--- src/rtl/sd_cmd_sequencer.sv ---
// sd_cmd_sequencer
// Steps through a latched list of SPI commands on behalf of the bootstrap
// controller. Each run:
//   1. presents an init status word until the engine reports init-done;
//   2. drives each command in turn until the engine returns that step's
//      expected flag code;
//   3. retries a step a bounded number of times when it times out.
//
// Handshake: start_i is a request that is taken only while busy_o is low.
// Once taken, the run owns the tables until done_o (success) or error_o
// (failure). No further acknowledge is needed from the requester.
//
// Ports:
//   master_clk_i     clock, rising edge
//   master_rst_i     asynchronous active-high reset
//   start_i          run request, honoured only when idle
//   cmd_table_i      N_CMDS command words, step k at [k*CMD_W +: CMD_W]
//   flag_table_i     expected flag code per step, step k at [k*3 +: 3]
//   timeout_i        cycles per attempt, 0 disables the timeout
//   init_done_i      SPI/bootstrap init complete
//   spi_flagreg_i    flag code returned by the SPI engine
//   spi_data_o       command word to the SPI engine (all ones when not issuing)
//   spi_statusreg_o  status word to the SPI engine
//   step_o           current (or failing) step index
//   busy_o           high whenever a run is in progress
//   done_o           one-cycle success pulse
//   error_o          sticky failure flag, cleared by the next accepted start
//   state_dbg        registered FSM state, for observation only
module sd_cmd_sequencer #(
  parameter int          CMD_W       = 48,
  parameter int          N_CMDS      = 4,
  parameter int          STEP_W      = 2,
  parameter int          TIMEOUT_W   = 16,
  parameter int          MAX_RETRY   = 3,
  parameter logic [8:0]  STATUS_INIT = 9'b110100011,
  parameter logic [8:0]  STATUS_RUN  = 9'b110100111
) (
  input  logic                     master_clk_i,
  input  logic                     master_rst_i,
  input  logic                     start_i,
  input  logic [N_CMDS*CMD_W-1:0]  cmd_table_i,
  input  logic [N_CMDS*3-1:0]      flag_table_i,
  input  logic [TIMEOUT_W-1:0]     timeout_i,
  input  logic                     init_done_i,
  input  logic [2:0]               spi_flagreg_i,
  output logic [CMD_W-1:0]         spi_data_o,
  output logic [8:0]               spi_statusreg_o,
  output logic [STEP_W-1:0]        step_o,
  output logic                     busy_o,
  output logic                     done_o,
  output logic                     error_o,
  output logic [2:0]               state_dbg
);

  localparam logic [2:0] ST_IDLE  = 3'd0;
  localparam logic [2:0] ST_INIT  = 3'd1;
  localparam logic [2:0] ST_ISSUE = 3'd2;
  localparam logic [2:0] ST_RETRY = 3'd3;
  localparam logic [2:0] ST_DONE  = 3'd4;
  localparam logic [2:0] ST_FAIL  = 3'd5;

  localparam int RETRY_W = (MAX_RETRY < 1) ? 1 : $clog2(MAX_RETRY + 1);

  logic [2:0]               state;
  logic [STEP_W-1:0]        step;
  logic [RETRY_W-1:0]       retry;
  logic [TIMEOUT_W-1:0]     timer;
  logic                     error;
  logic [N_CMDS*CMD_W-1:0]  cmd_q;
  logic [N_CMDS*3-1:0]      flag_q;
  logic [TIMEOUT_W-1:0]     timeout_q;

  logic [CMD_W-1:0]         cur_cmd;
  logic [2:0]               cur_flag;
  logic                     flag_match;
  logic                     last_step;
  logic                     timed_out;

  always_comb begin
    cur_cmd    = cmd_q[int'(step)*CMD_W +: CMD_W];
    cur_flag   = flag_q[int'(step)*3 +: 3];
    flag_match = (spi_flagreg_i == cur_flag);
    last_step  = (step == STEP_W'(N_CMDS - 1));
    // The timer counts ISSUE cycles already spent in this attempt, so the
    // attempt ends on the cycle where it reaches timeout-1.
    timed_out  = (timeout_q != '0) && (timer == timeout_q - TIMEOUT_W'(1));
  end

  always_ff @(posedge master_clk_i or posedge master_rst_i) begin
    if (master_rst_i) begin
      state     <= ST_IDLE;
      step      <= '0;
      retry     <= '0;
      timer     <= '0;
      error     <= 1'b0;
      cmd_q     <= '0;
      flag_q    <= '0;
      timeout_q <= '0;
    end else begin
      case (state)
        ST_IDLE: begin
          if (start_i) begin
            cmd_q     <= cmd_table_i;
            flag_q    <= flag_table_i;
            timeout_q <= timeout_i;
            step      <= '0;
            retry     <= '0;
            timer     <= '0;
            error     <= 1'b0;
            state     <= ST_INIT;
          end
        end
        ST_INIT: begin
          if (init_done_i) state <= ST_ISSUE;
        end
        ST_ISSUE: begin
          // A match wins over a timeout landing on the same cycle.
          if (flag_match) begin
            if (last_step) begin
              state <= ST_DONE;
            end else begin
              step  <= step + STEP_W'(1);
              retry <= '0;
              timer <= '0;
            end
          end else if (timed_out) begin
            if (retry < RETRY_W'(MAX_RETRY)) begin
              retry <= retry + RETRY_W'(1);
              timer <= '0;
              state <= ST_RETRY;
            end else begin
              // Raised on entry so error_o is already visible in the FAIL cycle.
              error <= 1'b1;
              state <= ST_FAIL;
            end
          end else begin
            timer <= timer + TIMEOUT_W'(1);
          end
        end
        ST_RETRY: state <= ST_ISSUE;
        ST_DONE:  state <= ST_IDLE;
        ST_FAIL:  state <= ST_IDLE;
        default:  state <= ST_IDLE;
      endcase
    end
  end

  // Outputs decode purely from registered state, step and error.
  always_comb begin
    spi_data_o      = '1;
    spi_statusreg_o = 9'd0;
    case (state)
      ST_INIT: spi_statusreg_o = STATUS_INIT;
      ST_ISSUE: begin
        spi_data_o      = cur_cmd;
        spi_statusreg_o = STATUS_RUN;
      end
      default: begin
        spi_data_o      = '1;
        spi_statusreg_o = 9'd0;
      end
    endcase
  end

  assign step_o    = step;
  assign busy_o    = (state != ST_IDLE);
  assign done_o    = (state == ST_DONE);
  assign error_o   = error;
  assign state_dbg = state;

endmodule

--- config.mk ---
export PLATFORM = sky130hd
export DESIGN_NAME = sd_cmd_sequencer
export DESIGN_NICKNAME = d
export VERILOG_FILES = /design/src/rtl/sd_cmd_sequencer.sv
export SDC_FILE = /design/constraint.sdc
export NUM_CORES = 1
export LEC_CHECK = 0
export BUFFER_PORTS_ARGS = -buffer_cell sky130_fd_sc_hd__clkbuf_2
export CORE_ASPECT_RATIO = 1.1
export CORE_MARGIN = 5
export CORE_UTILIZATION = 49
export CTS_CLUSTER_DIAMETER = 120
export DETAILED_ROUTE_END_ITERATION = 10
export HOLD_SLACK_MARGIN = 0.02
export PLACE_DENSITY = 0.77
export SLEW_MARGIN = 30
export SYNTH_ARGS = -nofsm -noshare
export SYNTH_HDL_FRONTEND = slang
export SYNTH_SLANG_ARGS = --single-unit
--- constraint.sdc ---
create_clock -name master_clk_i -period 7.65 [get_ports master_clk_i]
set_input_delay 1.53 -clock master_clk_i [delete_from_list [all_inputs] [get_ports master_clk_i]]
set_output_delay 1.53 -clock master_clk_i [all_outputs]
set_load 0.02 [all_outputs]
==> results of run 1 <==
## routing by layer
layer | vias to the layer above | track usage | wire length (um)
li1 | 4730 | - | -
met1 | 4781 | 0.2932 | 12830
met2 | 384 | 0.3749 | 15270
met3 | 82 | 0.04637 | 2162
met4 | 0 | 0.08605 | 1207
met5 | - | 0 | 0
## placed cells by master (no fill, tap or decap), types with 5 or more instances in the layout
cell type,count
nand2_1,675
clkbuf_16,27
nand3_1,9
nor3_1,10
or4_1,12
clkinv_2,7
a31oi_1,5
mux4_2,49
clkinvlp_4,5
buf_4,8
a21oi_2,7
inv_1,11
nand2b_1,51
a21oi_1,7
nor2_1,21
clkbuf_1,6
mux2i_1,8
o31ai_1,7
xor2_1,7
dfrtp_1,242
clkbuf_2,288
xnor2_1,18
o31ai_2,6
o21ai_0,8
## area by class of cell
| cell class | count | area share |
|---|---|---|
| Sequential cell | 244 | 0.4259 |
| Tap cell | 310 | 0.02703 |
| Clock inverter | 14 | 0.009330 |
| Antenna cell | 3 | 0.0005232 |
| Multi-Input combinational cell | 970 | 0.3771 |
| Timing Repair Buffer | 298 | 0.1068 |
| Inverter | 13 | 0.003662 |
| Clock buffer | 34 | 0.04962 |
## how the worst max path moves through the flow
stage / startpoint / endpoint / slack, ns / cells after the start
6_report: step_o[0]$_DFFE_PP0P_ / spi_data_o[20] / 3.23 / 4
3_3_place_gp: start_i / timer[9]$_DFFE_PP0P_ / 3.45 / 7
2_1_floorplan: master_rst_i / cmd_q[0]$_DFFE_PP0P_ / 2.92 / 1
5_1_grt: step_o[0]$_DFFE_PP0P_ / spi_data_o[20] / 3.01 / 4
3_5_place_dp: start_i / timer[12]$_DFFE_PP0P_ / 3.56 / 7
4_1_cts: step_o[0]$_DFFE_PP0P_ / spi_data_o[20] / 3.15 / 4
## cells by family (layout without fill, tap and decap cells)
group / count (synthesis) / in the layout
and+or+nand+nor: 812 / 812
DFF: 244 / 244
buffers and inverters: 101 / 359
AOI/OAI and AO/OA: 67 / 67
muxes: 59 / 59
xor gates and xnor gates: 25 / 25
adders and majority gates: 4 / 4
other: 1 / 6
## cell usage after synthesis, types with 2 or more instances
cell type,count
or4_1,12
a211oi_2,3
nand2b_1,51
or2_2,3
o21ai_1,4
ha_1,4
buf_4,7
nand4_1,4
a32oi_1,2
a22o_1,2
nor4_1,2
o21ai_0,8
buf_6,3
a22oi_1,3
clkbuf_1,68
a21oi_2,7
buf_2,3
xor2_1,7
nand3b_1,2
a211o_1,2
inv_1,13
a31oi_1,5
nand3_1,9
o31ai_2,6
a21oi_1,8
mux4_2,49
xnor2_1,18
mux2i_1,8
mux2_2,2
and2_1,2
nor3_1,10
or3_1,4
nand2_1,676
a21boi_0,2
buf_1,5
a211oi_1,2
or4_4,2
nor2_1,21
dfrtp_1,244
o31ai_1,7
and3_1,3
## state kept, by name, summed over array words and instances (netlist names)
register and count:
timer 16, state_dbg 3, flag_q 12, retry 2, error_o 1, cmd_q 192, step_o 2, timeout_q 16
## power by group
part	internal, mW	leakage (nW)	total (mW)	switching, mW
sequential	1.86	3.05	2.28	0.417
clock	0.726	0.408	1.25	0.522
combinational	1.09	4.00	2.62	1.52
## metrics by stage
step / instances / utilization / setup slack [ns] / hold WS, ns / power, mW
2_1_floorplan: 1315 / - / 2.916 / 0.4403 / 4.158
3_3_place_gp: 1835 / 0.5557 / 3.446 / 0.4516 / 4.823
3_5_place_dp: 1835 / 0.5562 / 3.565 / 0.4576 / 4.920
4_1_cts: 1883 / 0.5911 / 3.151 / 0.4725 / 6.207
5_1_grt: 1886 / 0.5917 / 3.014 / 0.4888 / 6.609
6_report: 1886 / 0.5917 / 3.233 / 0.4674 / 6.145
## critical path, stage by stage (launching register included)
cell and delay (ns):
dfrtp_4 0.79, buf_4 0.59, mux4_2 0.58, nand2b_1 0.18
clkbuf_2 0.19
==> flow_summary.json, run 1 <==
{
  "fin_worst_skew_ns": 0.01659,
  "cts_resized": 0,
  "tightest_slew_ns": 0.9000,
  "core-area_um2": 24250,
  "syn-mean-instance-area_um2": 9.087,
  "ys_ff_latch": 244,
  "critPathLaunchType": "flop",
  "min_period_ns": 4.417,
  "cts_setup_buffers": 0,
  "hp-class": "flop to flop",
  "firstDrtPassIters": 5,
  "grt_max_degree": 157,
  "place_hpwl_mm": 21.44,
  "path_class": "flop to output port",
  "finalInstanceArea_um2": 14350,
  "arrival_ns": 2.89,
  "synth-seq-area-share": 0.5117,
  "muxShareOfSynthArea": 0.1011,
  "cts_buffers": 27,
  "synth-async-reset-ratio": 1.000,
  "slew_viol_final": 0,
  "fin_nets": 1785,
  "min_to": "cmd_q[126]$_DFFE_PP0P_",
  "ys.flop_type": "dfrtp_1",
  "synth_top_area_share": 0.5117,
  "yosysTopAreaCell": "dfrtp_1",
  "ioPinCount": 292,
  "power_density_nw_per_um2": 428.3,
  "die_x_um": 158.8,
  "vias": 9977,
  "grt_util_all_layers": 0.2258,
  "drcViolationCount": 0,
  "holdPathStages": 2,
  "synth_compound_area_frac": 0.04299,
  "final_layout_size_suffix_gt1_frac": 0.2683,
  "h-tree-depth": 1,
  "clkSlewWorstSetupHoldPaths_ns": 0.06,
  "fmax_mhz": 226.4,
  "io_buffer_count": 288,
  "grt_pass1_vias": 10384,
  "grt_pass1_wl_mm": 52.14,
  "synth_xor_area_frac": 0.01835,
  "hold_viol": 0,
  "min-delay-start": "cmd_q[126]$_DFFE_PP0P_",
  "syn_to_final_growth_pct": 20.26,
  "clk_latency_ns": 0.54,
  "maxCapViolations": 0,
  "cts_tree": "built",
  "rows": 60,
  "dieArea_um2": 27570,
  "multiInputGateArea_um2": 5411,
  "fillers": 2123,
  "p_leak_nw": 7.466,
  "ant_nets": 0,
  "run_status": "complete, no violations",
  "first_iter_violations": 768,
  "synth_top_family_by_area": "simple AND/OR/NAND/NOR gates",
  "rr_endpoint": "timer[9]$_DFFE_PP0P_",
  "synthSimpleGateAreaFrac": 0.2835,
  "yosys-top-cells-area": "dfrtp_1 51%, nand2_1 21%, mux4_2 9.2%",
  "rsz0062_at_grt": "false",
  "synthDistinctLibCells": 61,
  "r2r-start": "step_o[0]$_DFFE_PP0P_",
  "fin_tns_setup_ns": 0,
  "viasPerCell": 5.290,
  "reg2reg_slack_ns": 3.92,
  "worstSetupEndpointType": "output port",
  "synth_edf_count": 0,
  "peakVddDrop_mv": 0.3083,
  "overflow": 0,
  "antenna_found_initial": 3,
  "gp_congestion": 0.8977,
  "reg2reg_depth": 8,
  "ys_warn_count": 0,
  "synth_cells": 1313,
  "clock-root-buffer": "clkbuf_16",
  "die-height_um": 173.7,
  "start_util": 0.4921,
  "finalSetupViolCount": 0,
  "clock-sinks": 244,
  "relSlewSlack": 0.4000,
  "cts_buffer_depth": 3,
  "crit_fanout": 29,
  "avgRoutedWirePerCell_um": 16.68,
  "place_area_um2": 13490,
  "netlist_area_um2": 11930,
  "holdBufCountCts": 0,
  "synthAdderAreaFrac": 0.004195,
  "regArea_um2": 6111,
  "fin_crit_sh": 0.5774,
  "totalWireLength_mm": 31.46,
  "required_ns": 6.12
}
Power figures use the tool's default switching activity.
==> run 2: changes to the inputs <==
- CORE_UTILIZATION: 49 -> 54
- PLACE_DENSITY: 0.77 -> 0.81
- clock period: 7.65 -> 4.3 ns (I/O delays scaled with it)
==> run 2 against run 1 <==
  * Register-to-register slack worse by 3.0 ns
  * Global-route usage up 2.7 points
  * Critical path type unchanged
  * Die area down 8.7%
  * Routed wire length down 0.47%
  * Design area up 0.69%
  * Sequential power up 77%
  * Sequential cell count unchanged
==> flow_summary.json, run 2 (synthesized netlist as in run 1, its figures left out) <==
{
  "avgRoutedWirePerCell_um": 16.69,
  "holdPathStages": 2,
  "hold_viol": 0,
  "vias": 9979,
  "cts_setup_buffers": 0,
  "first_iter_violations": 708,
  "grt_max_degree": 172,
  "clock-root-buffer": "clkbuf_16",
  "switching_share": 0.3950,
  "largest_register": "cmd_q",
  "arrival_ns": 2.60,
  "grt_util_all_layers": 0.2527,
  "clkSlewWorstSetupHoldPaths_ns": 0.06,
  "crit_fanout": 30,
  "firstDrtPassIters": 5,
  "die_x_um": 151.7,
  "finalSetupViolCount": 0,
  "fmax_mhz": 289.0,
  "fin_crit_sh": 0.8047,
  "rsz0062_at_grt": "false",
  "cts_buffers": 25,
  "p_sw_mw": 4.372,
  "crit_buf_inv": 3,
  "r2r-start": "timeout_q[8]$_DFFE_PP0P_",
  "dieArea_um2": 25170,
  "place_hpwl_mm": 21.77,
  "run_status": "complete, no violations",
  "rows": 57,
  "finalInstanceArea_um2": 14450,
  "internal_power_mw": 6.696,
  "maxCapViolations": 0,
  "critPathMaxStageDelay_ns": 0.59,
  "fin_total_pwr_mw": 11.07,
  "h-tree-depth": 1,
  "antenna_found_initial": 5,
  "largest_reg_flops": 192,
  "critPathLaunchType": "flop",
  "cts_buffer_depth": 3,
  "final_layout_size_suffix_gt1_frac": 0.2709,
  "path_cells": "nor2_1 -> nand2_1 -> inv_2 -> buf_4 -> nand2b_1 -> clkbuf_2",
  "start_util": 0.5449,
  "viasPerCell": 5.319,
  "tightest_slew_ns": 0.8287,
  "reg2reg_slack_ns": 0.96,
  "gp_congestion": 0.8850,
  "rr_endpoint": "timer[10]$_DFFE_PP0P_",
  "clock-sinks": 244,
  "reg2reg_depth": 8,
  "min_period_ns": 3.460,
  "peakVddDrop_mv": 0.4574,
  "drcViolationCount": 0,
  "clkPwrFrac": 0.208,
  "totalWireLength_mm": 31.31,
  "relSlewSlack": 0.4464,
  "fin_tns_setup_ns": 0,
  "p_comb_frac": 0.427,
  "worstSetupEndpointType": "output port",
  "place_area_um2": 13550,
  "grt_pass1_wl_mm": 51.76,
  "fin_worst_skew_ns": 0.006514,
  "clk_latency_ns": 0.52,
  "ioPinCount": 292,
  "min_to": "flag_q[2]$_DFFE_PP0P_",
  "slowest_stage": "inv_2",
  "syn_to_final_growth_pct": 21.09,
  "seqPwrFrac": 0.365,
  "power_density_nw_per_um2": 766.1,
  "reg_top3": "cmd_q: 192 flops, timeout_q: 16 flops, timer: 16 flops",
  "overflow": 0,
  "cts_tree": "built",
  "ant_nets": 0,
  "p_leak_nw": 7.534,
  "die-height_um": 165.9,
  "required_ns": 3.44,
  "grt_pass1_vias": 10445,
  "min-delay-start": "flag_q[2]$_DFFE_PP0P_",
  "layout_common_cells": "675 x nand2_1, 288 x clkbuf_2, 242 x dfrtp_1",
  "io_buffer_count": 288,
  "cts_resized": 0,
  "slew_viol_final": 0,
  "layout_commonest_cell": "nand2_1",
  "hp-class": "flop to flop",
  "holdBufCountCts": 0,
  "path_class": "flop to output port",
  "fin_nets": 1789,
  "core-area_um2": 21890,
  "critPathTopFamily": "buffers and inverters"
}
==> run 2: cell count changes in the layout (fill, tap and decap cells not counted), sizes merged <==
cell      before  now
clkinv         7    1
inv           13   15
buf           10   16
bufinv         2    4
clkinvlp       5    4
diode          3    5
==> run 2: through the flow <==
step | utilization | hold slack, ns | worst slack, ns | std cells
finish | 0.6599 | 0.4695 | 0.8400 | 1876
global route | 0.6598 | 0.4917 | 0.6829 | 1875
CTS | 0.6593 | 0.4729 | 0.7575 | 1871
detailed placement | 0.6190 | 0.4567 | 0.9849 | 1826
global placement | 0.6190 | 0.4529 | 1.031 | 1826
floorplan | - | 0.4403 | 0.2362 | 1315
==> run 2: worst max-delay path by stage <==
stage                       endpoint  slack (ns)  cells past startpoint                startpoint
2_1_floorplan   cmd_q[0]$_DFFE_PP0P_        0.24                      1              master_rst_i
3_3_place_gp   timer[10]$_DFFE_PP0P_        1.03                      8  timeout_q[8]$_DFFE_PP0P_
3_5_place_dp   timer[10]$_DFFE_PP0P_        0.98                      8  timeout_q[8]$_DFFE_PP0P_
4_1_cts               spi_data_o[44]        0.76                      4     step_o[0]$_DFFE_PP0P_
5_1_grt               spi_data_o[44]        0.68                      4     step_o[0]$_DFFE_PP0P_
6_report              spi_data_o[26]        0.84                      6  state_dbg[0]$_DFFE_PP0P_
==> run 2: power groups by stage <==
stage	Combinational [mW]	Sequential [mW]	Clock (mW)
6_report	4.72	4.04	2.30
5_1_grt	5.23	4.18	2.45
4_1_cts	4.77	4.04	2.36
3_5_place_dp	4.72	4.06	0
3_3_place_gp	4.60	4.00	0
2_1_floorplan	3.63	3.76	0
==> run 2: layout make-up <==
cell class	instances	area, um2
fill	1764	7447
sequential	244	6111
multi-input combinational	970	5395
timing repair buffer	304	1624
clock buffer	34	709.4
tap	295	369.1
clock inverter	11	173.9
inverter	13	52.55
antenna	5	12.51
==> run 2: per-layer routing <==
layer	vias to the layer above	global-route usage	share of wire
met3	87	0.04531	0.065
li1	4744	-	-
met5	-	0	0.00042
met1	4799	0.3317	0.40
met2	347	0.4147	0.50
met4	2	0.1055	0.041
==> run 2: worst register-to-register path, delay by kind of cell (launching register included) <==
kind            cells  cell delay, ns
compound gates      4            1.16
flops               1            0.47
simple gates        4            1.59
